<file path="src/rtl/decoder_2ri14_pipe.sv">
// Registered multi-lane decode stage for 2RI14 instructions (LL.W, SC.W, CSRRD/CSRWR/CSRXCHG).
// Optional performance counters are built when DECODE_PERF_CNT_EN is defined.
module decoder_2ri14_pipe #(
    parameter int LANES = 2,
    parameter int CW    = $clog2(LANES + 1)
) (
    input  logic                  clk,
    input  logic                  rst_n,
    input  logic                  flush,
    input  logic [LANES-1:0]      in_valid,
    input  logic [32*LANES-1:0]   in_pc,
    input  logic [32*LANES-1:0]   in_inst,
    output logic                  in_ready,
    output logic [CW-1:0]         in_consumed,
    output logic [LANES-1:0]      out_valid,
    input  logic                  out_ready,
    output logic [32*LANES-1:0]   out_pc,
    output logic [32*LANES-1:0]   out_inst,
    output logic [LANES-1:0]      out_reg_write_en,
    output logic [LANES-1:0]      out_reg1_read_en,
    output logic [LANES-1:0]      out_reg2_read_en,
    output logic [5*LANES-1:0]    out_reg1_addr,
    output logic [5*LANES-1:0]    out_reg2_addr,
    output logic [5*LANES-1:0]    out_reg_write_addr,
    output logic [8*LANES-1:0]    out_aluop,
    output logic [3*LANES-1:0]    out_alusel,
    output logic [32*LANES-1:0]   out_imm,
    output logic [LANES-1:0]      out_csr_read_en,
    output logic [LANES-1:0]      out_csr_write_en,
    output logic [LANES-1:0]      out_is_privilege,
    output logic [LANES-1:0]      out_inst_valid,
    output logic [LANES-1:0]      out_is_exception,
    output logic [14*LANES-1:0]   out_csr_addr,
    output logic [7*LANES-1:0]    out_exception_cause,
    input  logic                  csr_commit
`ifdef DECODE_PERF_CNT_EN
    ,
    output logic [31:0]           perf_decoded,
    output logic [31:0]           perf_csr_stall
`endif
);

    localparam logic [7:0]  LLW_OPCODE         = 8'h20;
    localparam logic [7:0]  SCW_OPCODE         = 8'h21;
    localparam logic [7:0]  CSR_OPCODE         = 8'h04;
    localparam logic [13:0] CSR_LLBCTL         = 14'h060;
    localparam logic [7:0]  ALU_NOP            = 8'h00;
    localparam logic [7:0]  ALU_LLW            = 8'h70;
    localparam logic [7:0]  ALU_SCW            = 8'h71;
    localparam logic [7:0]  ALU_CSRRD          = 8'h72;
    localparam logic [7:0]  ALU_CSRWR          = 8'h73;
    localparam logic [7:0]  ALU_CSRXCHG        = 8'h74;
    localparam logic [2:0]  ALU_SEL_NOP        = 3'd0;
    localparam logic [2:0]  ALU_SEL_CSR        = 3'd6;
    localparam logic [2:0]  ALU_SEL_LOAD_STORE = 3'd7;
    localparam logic [6:0]  EXCEPTION_INE      = 7'h0d;

    localparam logic [0:0]  ST_RUN      = 1'b0;
    localparam logic [0:0]  ST_CSR_WAIT = 1'b1;

    typedef struct packed {
        logic        reg_we;
        logic        r1_en;
        logic        r2_en;
        logic [4:0]  r1;
        logic [4:0]  r2;
        logic [4:0]  wa;
        logic [7:0]  aluop;
        logic [2:0]  alusel;
        logic [31:0] imm;
        logic        csr_re;
        logic        csr_we;
        logic        priv;
        logic        iv;
        logic        exc;
        logic [13:0] csr_addr;
        logic [6:0]  cause;
    } dec_t;

    function automatic dec_t decode(input logic [31:0] inst);
        dec_t        d;
        logic [4:0]  rj;
        logic [4:0]  rd;
        logic [13:0] si14;
        rj   = inst[9:5];
        rd   = inst[4:0];
        si14 = inst[23:10];
        d    = '0;
        case (inst[31:24])
            LLW_OPCODE, SCW_OPCODE: begin
                d.reg_we   = 1'b1;
                d.wa       = rd;
                d.r1_en    = 1'b1;
                d.r1       = rj;
                d.csr_re   = 1'b1;
                d.csr_addr = CSR_LLBCTL;
                d.imm      = {{16{si14[13]}}, si14, 2'b00};
                d.alusel   = ALU_SEL_LOAD_STORE;
                d.iv       = 1'b1;
                if (inst[31:24] == SCW_OPCODE) begin
                    d.r2_en = 1'b1;
                    d.r2    = rd;
                    d.aluop = ALU_SCW;
                end else begin
                    d.aluop = ALU_LLW;
                end
            end
            CSR_OPCODE: begin
                d.priv     = 1'b1;
                d.csr_addr = si14;
                d.reg_we   = 1'b1;
                d.wa       = rd;
                d.csr_re   = 1'b1;
                d.alusel   = ALU_SEL_CSR;
                d.iv       = 1'b1;
                // rj selects the flavour: 0 = read, 1 = write, else exchange under mask rj
                if (rj == 5'd0) begin
                    d.aluop = ALU_CSRRD;
                end else if (rj == 5'd1) begin
                    d.r1_en  = 1'b1;
                    d.r1     = rd;
                    d.csr_we = 1'b1;
                    d.aluop  = ALU_CSRWR;
                end else begin
                    d.r1_en  = 1'b1;
                    d.r1     = rd;
                    d.r2_en  = 1'b1;
                    d.r2     = rj;
                    d.csr_we = 1'b1;
                    d.aluop  = ALU_CSRXCHG;
                end
            end
            default: begin
                d.exc    = 1'b1;
                d.cause  = EXCEPTION_INE;
                d.aluop  = ALU_NOP;
                d.alusel = ALU_SEL_NOP;
            end
        endcase
        return d;
    endfunction

    dec_t           dec   [LANES];
    dec_t           dec_q [LANES];
    logic [LANES-1:0] take;
    logic [CW-1:0]  consumed;
    logic           cut;
    logic [0:0]     state;
    logic           accept;

    // Lanes are taken oldest-first; the first CSR write closes the bundle.
    always_comb begin
        take     = '0;
        consumed = '0;
        cut      = 1'b0;
        for (int i = 0; i < LANES; i++) begin
            dec[i] = decode(in_inst[i*32 +: 32]);
            if (!cut && in_valid[i]) begin
                take[i]  = 1'b1;
                consumed = consumed + CW'(1);
                if (dec[i].csr_we) cut = 1'b1;
            end
        end
    end

    assign in_ready    = rst_n && (state == ST_RUN) && ((out_valid == '0) || out_ready) && !flush;
    assign accept      = in_ready && in_valid[0];
    assign in_consumed = consumed;

    always_ff @(posedge clk or negedge rst_n) begin
        if (!rst_n) begin
            state <= ST_RUN;
        end else if (flush) begin
            state <= ST_RUN;
        end else if (accept && cut) begin
            state <= ST_CSR_WAIT;
        end else if (state == ST_CSR_WAIT && csr_commit) begin
            state <= ST_RUN;
        end
    end

    always_ff @(posedge clk or negedge rst_n) begin
        if (!rst_n) begin
            out_valid <= '0;
        end else if (flush) begin
            out_valid <= '0;
        end else if (accept) begin
            out_valid <= take;
        end else if (out_ready) begin
            out_valid <= '0;
        end
    end

    always_ff @(posedge clk or negedge rst_n) begin
        if (!rst_n) begin
            out_pc   <= '0;
            out_inst <= '0;
            for (int i = 0; i < LANES; i++) dec_q[i] <= '0;
        end else if (accept && !flush) begin
            out_pc   <= in_pc;
            out_inst <= in_inst;
            for (int i = 0; i < LANES; i++) dec_q[i] <= dec[i];
        end
    end

    for (genvar g = 0; g < LANES; g++) begin : g_out
        assign out_reg_write_en[g]             = dec_q[g].reg_we;
        assign out_reg1_read_en[g]             = dec_q[g].r1_en;
        assign out_reg2_read_en[g]             = dec_q[g].r2_en;
        assign out_reg1_addr[g*5 +: 5]         = dec_q[g].r1;
        assign out_reg2_addr[g*5 +: 5]         = dec_q[g].r2;
        assign out_reg_write_addr[g*5 +: 5]    = dec_q[g].wa;
        assign out_aluop[g*8 +: 8]             = dec_q[g].aluop;
        assign out_alusel[g*3 +: 3]            = dec_q[g].alusel;
        assign out_imm[g*32 +: 32]             = dec_q[g].imm;
        assign out_csr_read_en[g]              = dec_q[g].csr_re;
        assign out_csr_write_en[g]             = dec_q[g].csr_we;
        assign out_is_privilege[g]             = dec_q[g].priv;
        assign out_inst_valid[g]               = dec_q[g].iv;
        assign out_is_exception[g]             = dec_q[g].exc;
        assign out_csr_addr[g*14 +: 14]        = dec_q[g].csr_addr;
        assign out_exception_cause[g*7 +: 7]   = dec_q[g].cause;
    end

`ifdef DECODE_PERF_CNT_EN
    always_ff @(posedge clk or negedge rst_n) begin
        if (!rst_n) begin
            perf_decoded   <= '0;
            perf_csr_stall <= '0;
        end else begin
            if (accept) perf_decoded <= perf_decoded + 32'(consumed);
            if (state == ST_CSR_WAIT && in_valid[0]) perf_csr_stall <= perf_csr_stall + 32'd1;
        end
    end
`endif

endmodule

</file>
<file path="config.mk">
export PLATFORM = sky130hd
export DESIGN_NAME = decoder_2ri14_pipe
export DESIGN_NICKNAME = d
export VERILOG_FILES = /design/src/rtl/decoder_2ri14_pipe.sv
export SDC_FILE = /design/constraint.sdc
export NUM_CORES = 1
export LEC_CHECK = 0
export BUFFER_PORTS_ARGS = -buffer_cell sky130_fd_sc_hd__buf_2
export CAP_MARGIN = 40
export CORE_AREA = 10 10 163 165
export DETAILED_ROUTE_END_ITERATION = 10
export DIE_AREA = 0 0 173 175
export GPL_TIMING_DRIVEN = 0
export PLACE_DENSITY = 0.72
export REMOVE_ABC_BUFFERS = 1
export SLEW_MARGIN = 5
export SYNTH_ARGS = -nofsm -noshare
export SYNTH_HDL_FRONTEND = slang
export SYNTH_SLANG_ARGS = --single-unit
</file>
<file path="constraint.sdc">
create_clock -name clk -period 2.95 [get_ports clk]
set_input_delay 0.4425 -clock clk [delete_from_list [all_inputs] [get_ports clk]]
set_output_delay 0.4425 -clock clk [all_outputs]
set_load 0.005 [all_outputs]
</file>
## After elaboration in Yosys (flattened, before gate mapping)

Index checks and enable logic that the tools add are counted.

- Register bits after elaboration: 303
- Input port bits: 135
- Output and inout bits: 307
- Logic and storage cells: 112

- Add/subtract/negate cells: 1
- Equal/unequal tests: 8
- Mux-type cells: 48
- Bitwise operators: 1
- Reduce and logical (&&, ||, !) cells: 20

Operators with widths:

| operator | number |
|---|---|
| 18-bit one-hot mux with 2 select lines | 2 |
| 32-bit 2-to-1 mux | 2 |
| 14-bit one-hot mux with 2 select lines | 2 |
| 8-bit by 6-bit == test with 1-bit output, second input constant | 4 |
| 12-bit 2-to-1 mux | 2 |
| 1-bit 2-to-1 mux | 22 |
| 11-bit one-hot mux with 2 select lines | 1 |
| 5-bit 2-to-1 mux | 4 |
| 10-bit one-hot mux with 2 select lines | 1 |
| 8-bit by 3-bit == test with 1-bit output, second input constant | 2 |
| 2-bit 2-to-1 mux | 6 |
| 3-bit 2-to-1 mux | 4 |
| 5-bit by 1-bit == test with 1-bit output, second input constant | 2 |
| 5-bit logical NOT | 2 |
| 1-bit logical AND | 8 |
| 4-bit 2-to-1 mux | 2 |
| 3-bit nonzero test | 2 |
| 3-bit OR reduction | 2 |
| 2-bit OR reduction | 2 |
| 2-bit by 1-bit adder with 2-bit output, second input constant | 1 |
| 1-bit logical NOT | 2 |
| 2-bit logical NOT | 1 |
| 1-bit logical OR | 1 |
| 1-bit inverter | 1 |

## Depth between registers and ports, before layout

Gate-level depths: netlist (run 1).

- Word-level depth: 11
- Mapped depth: 7
- Depth with buffers taken out: 4

## Worst setup path after synthesis (run 1)

Ideal clock, no wire load.

- Kind: input to output
- From: input port in_inst[30]
- To: output port in_consumed[0]
- Data arrival time: 1.964 ns
- Required time: 2.508 ns
- Setup slack: 0.544 ns
- Stages: 5
- Path buffers: 1
- Cells stage by stage: or4_4 > buf_6 > a2111oi_4 > a21boi_2 > ha_1

- Word-level cells in the longest chain between the ends: 7

Ends and longest elaborated chain:

| what | line | text |
|---|---|---|
| start, declared | 12 | `input logic [32*LANES-1:0] in_inst,` |
| 8-bit by 3-bit == test with 1-bit output | 89 | `case (inst[31:24])` |
| 2-bit 2-to-1 mux | 89 |  |
| 1-bit 2-to-1 mux | 161 | `if (dec[i].csr_we) cut = 1'b1;` |
| 1-bit 2-to-1 mux | 158 | `if (!cut && in_valid[i]) begin` |
| 1-bit logical NOT | 158 |  |
| 1-bit logical AND | 158 |  |
| 2-bit 2-to-1 mux | 158 |  |
| end, declared | 14 | `output logic [CW-1:0] in_consumed,` |

Every way passes these cells.

## Worst setup path after layout (run 1)

Same ends and word-level chain as after synthesis.

==> impl_metrics.env, run 1 <==
export IMPL_synth_area_leaders="dfrtp_1 61%, nand2_1 17%, buf_4 5.3%"
export IMPL_synth_warnings=0
export IMPL_ys_ff_latch=238
export IMPL_fin_tns_setup_ns=0
export IMPL_final_fill_count=2098
export IMPL_hold_class="primary input to flop"
export IMPL_dr_pass1_iters=5
export IMPL_seq_power_share_pct=43.5
export IMPL_combPwrFrac_pct=12.8
export IMPL_io_pins=442
export IMPL_grt_pass1_wl_microns=48400
export IMPL_critPathMaxStageDelay_ns=0.65
export IMPL_cts_tree="done"
export IMPL_ctsHtreeMaxLevel=1
export IMPL_synth_edf_count=0
export IMPL_first_iter_violations=488
export IMPL_cp_arrival_ns=2.34
export IMPL_cts_made_buffers=26
export IMPL_path_class="primary input to output pin"
export IMPL_clkSinkCount=238
export IMPL_min_period_over_period_pct=94.4
export IMPL_max_clock_freq_ghz=0.359
export IMPL_tightest_slew_ns=0.928
export IMPL_slew_headroom_pct=37.8
export IMPL_via_per_inst=4.85
export IMPL_antenna_found_initial=0
export IMPL_p_leak_nw=7.41
export IMPL_fin_nets=1503
export IMPL_drive_gt1_share_pct=37.1
export IMPL_synthAdderAreaFrac_pct=0.129
export IMPL_sw_frac_of_total_pct=24.6
export IMPL_synth_common_cells="444 x nand2_1, 238 x dfrtp_1, 68 x buf_4, 52 x a22o_1, 38 x o21ai_0"
export IMPL_min_from="csr_commit"
export IMPL_end_kind="output pin"
export IMPL_synth_seq_area_share_pct=61.3
export IMPL_ir_worst_vdd_mv=0.471
export IMPL_root_buffer="clkbuf_16"
export IMPL_grt_usage_pct=19.3
export IMPL_critical_path_most_common_cell="buf_2"
export IMPL_hold_ws_ns=0.108
export IMPL_crit_path_max_fanout=7
export IMPL_finalHoldViolations=0
export IMPL_synth_compound_area_share_pct=10.7
export IMPL_yosys_area_top_type="dfrtp_1"
export IMPL_synthArstFlopShare_pct=100
export IMPL_die_y_microns=175
export IMPL_cts_buffer_depth=3
export IMPL_synth_top_area_share_pct=61.3
export IMPL_syn_area_sq_um=9710
export IMPL_die_w_microns=173
export IMPL_max_cap_violations=0
export IMPL_num_rows=56
export IMPL_cpLargestDelayFamily="compound AO/OA/AOI/OAI gates"
export IMPL_final_antenna_net_count=0
export IMPL_grt_ovfl_total=0
export IMPL_initial_core_util_pct=41.8
export IMPL_final_max_slew_viol_count=0
export IMPL_core_area_sq_um=23300
export IMPL_clock_latency_ns=0.52
export IMPL_power_density_nw_per_um2=665
export IMPL_diodes=0
export IMPL_synth_flop_cell="dfrtp_1"
export IMPL_grt_pass1_vias=8695
export IMPL_rr_worst_depth=8
export IMPL_regToRegEndpoint="out_reg_write_addr[4]"
export IMPL_syn_area_per_cell_sq_um=9.80
export IMPL_yosysMostFrequentCell="nand2_1"
export IMPL_r2r_start="out_valid[1]"
export IMPL_dpl_hpwl_microns=22700
export IMPL_drc=0
export IMPL_finalWirelength_microns=30500
export IMPL_synthMuxAreaShare_pct=0
export IMPL_num_vias=8276
export IMPL_required_ns=2.51
export IMPL_synth_cell_types=43
export IMPL_place_port_buffers=425
export IMPL_status="completed"
export IMPL_power_mw=8.68
export IMPL_r2r_slack_ns=0.53
export IMPL_crit_path_cell_trace="buf_2 > or4_4 > a2111oi_4 > a21boi_2 > ha_1 > buf_2"
export IMPL_synth_top_family_by_area="simple AND/OR/NAND/NOR gates"
export IMPL_rsz0062_at_grt="false"
export IMPL_area_growth_pct=34.3
export IMPL_dieArea_sq_um=30300
export IMPL_p_sw_mw=2.14
export IMPL_cts_reportedPaths_clkPinSlew_ns=0.06
export IMPL_p_int_mw=6.54
export IMPL_worstHoldEndpoint="state"
export IMPL_start_kind="primary input"
export IMPL_clock_power_share_pct=43.7
export IMPL_yosys_area_share_simple_pct=19.8
export IMPL_ctsResizeCount=0
export IMPL_hold_depth=2
export IMPL_wire_per_inst_microns=17.9
export IMPL_synth_xor_xnor_area_share_pct=0
export IMPL_crit_path_top_delay_cell="a2111oi_4"
export IMPL_clock_skew_final_ns=0.0142
export IMPL_gp_congestion=0.800
export IMPL_min_period_ns=2.79
export IMPL_setup_viol=0
export IMPL_grt_start_max_net_pins=91
export IMPL_syn_inst=991
export IMPL_critPathBufInv=2
-- state kept, by name (all words and copies together), names as in the netlist, 4 cells and up --
register	flops
out_pc	64
out_reg_write_addr	10
out_alusel	4
out_inst	64
out_imm	28
out_csr_addr	28
out_reg1_addr	10
out_reg2_addr	10
out_aluop	6
-- cells by family after synthesis --
kind of cell	Yosys count
AO/OA/AOI/OAI	139
adder cells (fa/ha/maj)	1
buffers and inverters	128
flip-flops	238
other	1
AND/OR/NAND/NOR	484
-- how the worst max path moves through the flow --
stage	cells after the start	endpoint	slack, ns	start
after floorplan	4	out_csr_addr[14]	-5.33	out_valid[1]
after global placement	4	out_csr_addr[15]	-17.54	rst_n
after global routing	10	out_reg1_addr[3]	0.06	rst_n
final	6	in_consumed[0]	0.16	in_inst[30]
after detailed placement	9	out_reg_write_addr[2]	-0.60	rst_n
after CTS	8	out_reg2_addr[8]	0.07	rst_n
-- repair_timing --
action,4_1_cts,5_1_grt
setup endpoints to repair,13,10
hold endpoints to repair,48,0
buffers inserted,2,1
pin swaps,1,2
cloned,0,1
hold buffers,5,0
-- power by group through the flow --
stage / clock network, mW / logic (mW) / registers, mW
floorplan: 0 / 0.356 / 3.87
global placement: 0 / 1.11 / 3.81
detailed placement: 0 / 1.12 / 3.82
CTS: 3.86 / 1.14 / 3.77
global route: 4.00 / 1.27 / 3.82
finish: 3.79 / 1.11 / 3.77
-- metal layers --
metal	GRT usage [%]	up-vias	wire, microns	share of wire (%)
li1	-	3905	-	-
met3	6.79	57	2870	9.4
met4	5.75	0	767	2.5
met5	0	-	0	0
met1	22.2	3947	11600	38
met2	33.4	367	15300	50
-- stage by stage --
stage | cell area (sq um) | setup WS [ns] | utilization (%) | cells
5_1_grt | 13000 | 0.0643 | 56.1 | 1706
4_1_cts | 13000 | 0.0664 | 56.0 | 1704
3_3_place_gp | 11500 | -17.54 | 49.6 | 1624
6_report | 13000 | 0.164 | 56.1 | 1706
2_1_floorplan | 9000 | -5.33 | - | 880
3_5_place_dp | 11900 | -0.601 | 51.1 | 1649
-- final cells by class --
class / instances / area (sq um) / area share (%)
clock buffer: 31 / 721 / 5.52
clock inverter: 17 / 307 / 2.35
inverter: 2 / 7.51 / 0.0575
multi-input combinational: 641 / 3050 / 23.4
sequential: 238 / 5960 / 45.7
tap: 319 / 399 / 3.06
timing repair buffer: 458 / 2600 / 19.9
-- layout by cell type (no fill, tap or decap), types with 2 or more instances in the layout --
cell / netlist / final
a2111oi_4: 3 / 3
a21o_1: 3 / 3
a21oi_1: 7 / 7
a22o_1: 52 / 52
a22oi_1: 5 / 5
a31oi_1: 3 / 3
a32o_1: 6 / 6
a32oi_1: 5 / 5
buf_16: 0 / 6
buf_2: 11 / 425
buf_4: 68 / 4
buf_6: 3 / 15
buf_8: 0 / 4
bufinv_16: 0 / 8
clkbuf_16: 0 / 27
clkbuf_8: 0 / 3
clkinv_2: 0 / 3
clkinv_4: 0 / 4
conb_1: 1 / 16
dfrtp_1: 238 / 238
dlygate4sd3_1: 0 / 2
inv_1: 2 / 2
nand2_1: 444 / 444
nand2b_1: 2 / 2
nor2_1: 14 / 14
nor2b_1: 2 / 2
nor3_2: 2 / 2
nor4_1: 3 / 3
o21ai_0: 38 / 38
o21ai_1: 13 / 13
or3b_1: 2 / 2
or4_1: 3 / 3
No activity file was read; power rests on OpenSTA's default activity.
==> run 2: changes to the inputs <==
BUFFER_PORTS_ARGS = default   (was -buffer_cell sky130_fd_sc_hd__buf_2)
DONT_BUFFER_PORTS = 1   (was default)
PLACE_DENSITY = default   (was 0.72)
==> impl_metrics.env, run 2 (synthesized netlist as in run 1, its figures left out) <==
export IMPL_finalWirelength_microns=28500
export IMPL_dieArea_sq_um=30300
export IMPL_cts_made_buffers=26
export IMPL_first_iter_violations=418
export IMPL_crit_path_cell_trace="or4_4 > a2111oi_4 > a21boi_2 > ha_1"
export IMPL_max_clock_freq_ghz=0.384
export IMPL_cts_tree="done"
export IMPL_required_ns=2.51
export IMPL_drive_gt1_share_pct=8.33
export IMPL_slew_headroom_pct=40.5
export IMPL_diodes=0
export IMPL_setup_viol=0
export IMPL_clock_latency_ns=0.52
export IMPL_final_antenna_net_count=0
export IMPL_antenna_found_initial=0
export IMPL_ff_latch_area_sq_um=5960
export IMPL_p_leak_nw=5.35
export IMPL_p_sw_mw=1.92
export IMPL_ir_worst_vdd_mv=0.434
export IMPL_drc=0
export IMPL_postCtsSetupBuffers=0
export IMPL_final_max_slew_viol_count=0
export IMPL_regToRegEndpoint="out_pc[47]"
export IMPL_ctsResizeCount=0
export IMPL_grt_start_max_net_pins=242
export IMPL_core_area_sq_um=23300
export IMPL_crit_path_max_fanout=7
export IMPL_r2r_start="out_valid[1]"
export IMPL_clock_power_share_pct=44.0
export IMPL_rsz0062_at_grt="false"
export IMPL_place_port_buffers=0
export IMPL_seq_power_share_pct=50.3
export IMPL_hold_ws_ns=-0.383
export IMPL_p_int_mw=5.91
export IMPL_violations="negative hold slack"
export IMPL_grt_usage_pct=17.9
export IMPL_cts_reportedPaths_clkPinSlew_ns=0.06
export IMPL_final_fill_count=2199
export IMPL_start_kind="primary input"
export IMPL_wire_per_inst_microns=22.3
export IMPL_min_period_ns=2.60
export IMPL_fin_nets=1077
export IMPL_power_density_nw_per_um2=730
export IMPL_clkSinkCount=238
export IMPL_mostFrequentLayoutCells="444 x nand2_1, 238 x dfrtp_1, 52 x a22o_1"
export IMPL_path_class="primary input to output pin"
export IMPL_num_rows=56
export IMPL_final_common_cell="nand2_1"
export IMPL_critPathMaxStageDelay_ns=0.66
export IMPL_dpl_hpwl_microns=20700
export IMPL_reg_top3="out_inst (64), out_pc (64)"
export IMPL_area_growth_pct=10.5
export IMPL_ctsHoldBuffers=9
export IMPL_sw_frac_of_total_pct=24.5
export IMPL_fin_tns_setup_ns=0
export IMPL_cts_buffer_depth=3
export IMPL_end_kind="output pin"
export IMPL_cpLargestDelayFamily="compound AO/OA/AOI/OAI gates"
export IMPL_crit_path_top_delay_cell="a2111oi_4"
export IMPL_via_per_inst=5.24
export IMPL_dr_pass1_iters=5
export IMPL_ctsHtreeMaxLevel=1
export IMPL_cp_arrival_ns=2.16
export IMPL_io_pins=442
export IMPL_hold_class="primary input to async pin"
export IMPL_max_cap_violations=0
export IMPL_num_vias=6708
export IMPL_gp_congestion=0.777
export IMPL_root_buffer="clkbuf_16"
export IMPL_tightest_slew_ns=0.893
export IMPL_status="finished with violations"
export IMPL_rr_worst_depth=10
export IMPL_grt_pass1_wl_microns=44000
export IMPL_grt_ovfl_total=0
export IMPL_finalHoldViolations=238
export IMPL_die_w_microns=173
export IMPL_grt_pass1_vias=7149
export IMPL_clock_skew_final_ns=0.00957
export IMPL_initial_core_util_pct=41.8
export IMPL_multiInputGateArea_sq_um=3040
export IMPL_die_y_microns=175
export IMPL_critPathBufInv=0
export IMPL_min_period_over_period_pct=88.2
export IMPL_combPwrFrac_pct=5.6
export IMPL_r2r_slack_ns=0.36
[run 2: changes by cell type in the layout (fill, tap and decap cells not counted), moves of 2 or more]
| cell | change |
|---|---|
| buf_2 | -425 |
| dlygate4sd3_1 | +7 |
| buf_16 | -5 |
| buf_6 | -5 |
| buf_8 | +5 |
| bufinv_16 | -5 |
| clkbuf_8 | +5 |
| clkinv_4 | -4 |
| clkinv_2 | +2 |
[run 2: worst max-delay path by stage]
stage                     cells past startpoint          from  slack [ns]                to
after detailed placement                      4   in_inst[30]        0.35    in_consumed[0]
after CTS                                     4   in_inst[30]        0.34    in_consumed[0]
after global placement                        4  out_valid[1]      -10.35  out_csr_addr[26]
after floorplan                               4  out_valid[1]       -5.33  out_csr_addr[14]
after global routing                         10  out_valid[1]        0.18         out_pc[4]
final                                         4   in_inst[30]        0.35    in_consumed[0]
[run 2: power groups by stage]
stage / clock (mW) / combinational [mW] / sequential [mW]
final: 3.45 / 0.442 / 3.94
after floorplan: 0 / 0.356 / 3.87
after global routing: 3.67 / 0.537 / 3.99
after global placement: 0 / 0.437 / 4.01
after detailed placement: 0 / 0.437 / 4.01
after CTS: 3.54 / 0.445 / 3.96
[run 2: routing by layer]
layer	track usage, %	vias up	share of wire [%]
met1	19.3	3284	35
li1	-	3041	-
met2	30.9	333	50
met3	8.45	50	13
met4	5.21	0	2.4
met5	0	-	0
[run 2: per-stage QoR]
| stage | std cells | area [sq um] | setup WS (ns) | power (mW) | util (%) |
|---|---|---|---|---|---|
| after detailed placement | 1223 | 9710 | 0.346 | 4.45 | 41.8 |
| after CTS | 1279 | 10700 | 0.342 | 7.95 | 46.1 |
| after global routing | 1279 | 10700 | 0.180 | 8.19 | 46.1 |
| after floorplan | 880 | 9000 | -5.33 | 4.22 | - |
| after global placement | 1199 | 9400 | -10.35 | 4.45 | 40.4 |
| final | 1279 | 10700 | 0.349 | 7.83 | 46.1 |
[run 2: area by class of cell]
class                   count  share of cell area (%)
multi-input cells         640                    28.4
clock inverters            11                    1.29
inverters                   2                  0.0699
well taps                 319                    3.72
flip-flops and latches    238                    55.5
clock buffers              36                    7.36
repair buffers             33                    3.71
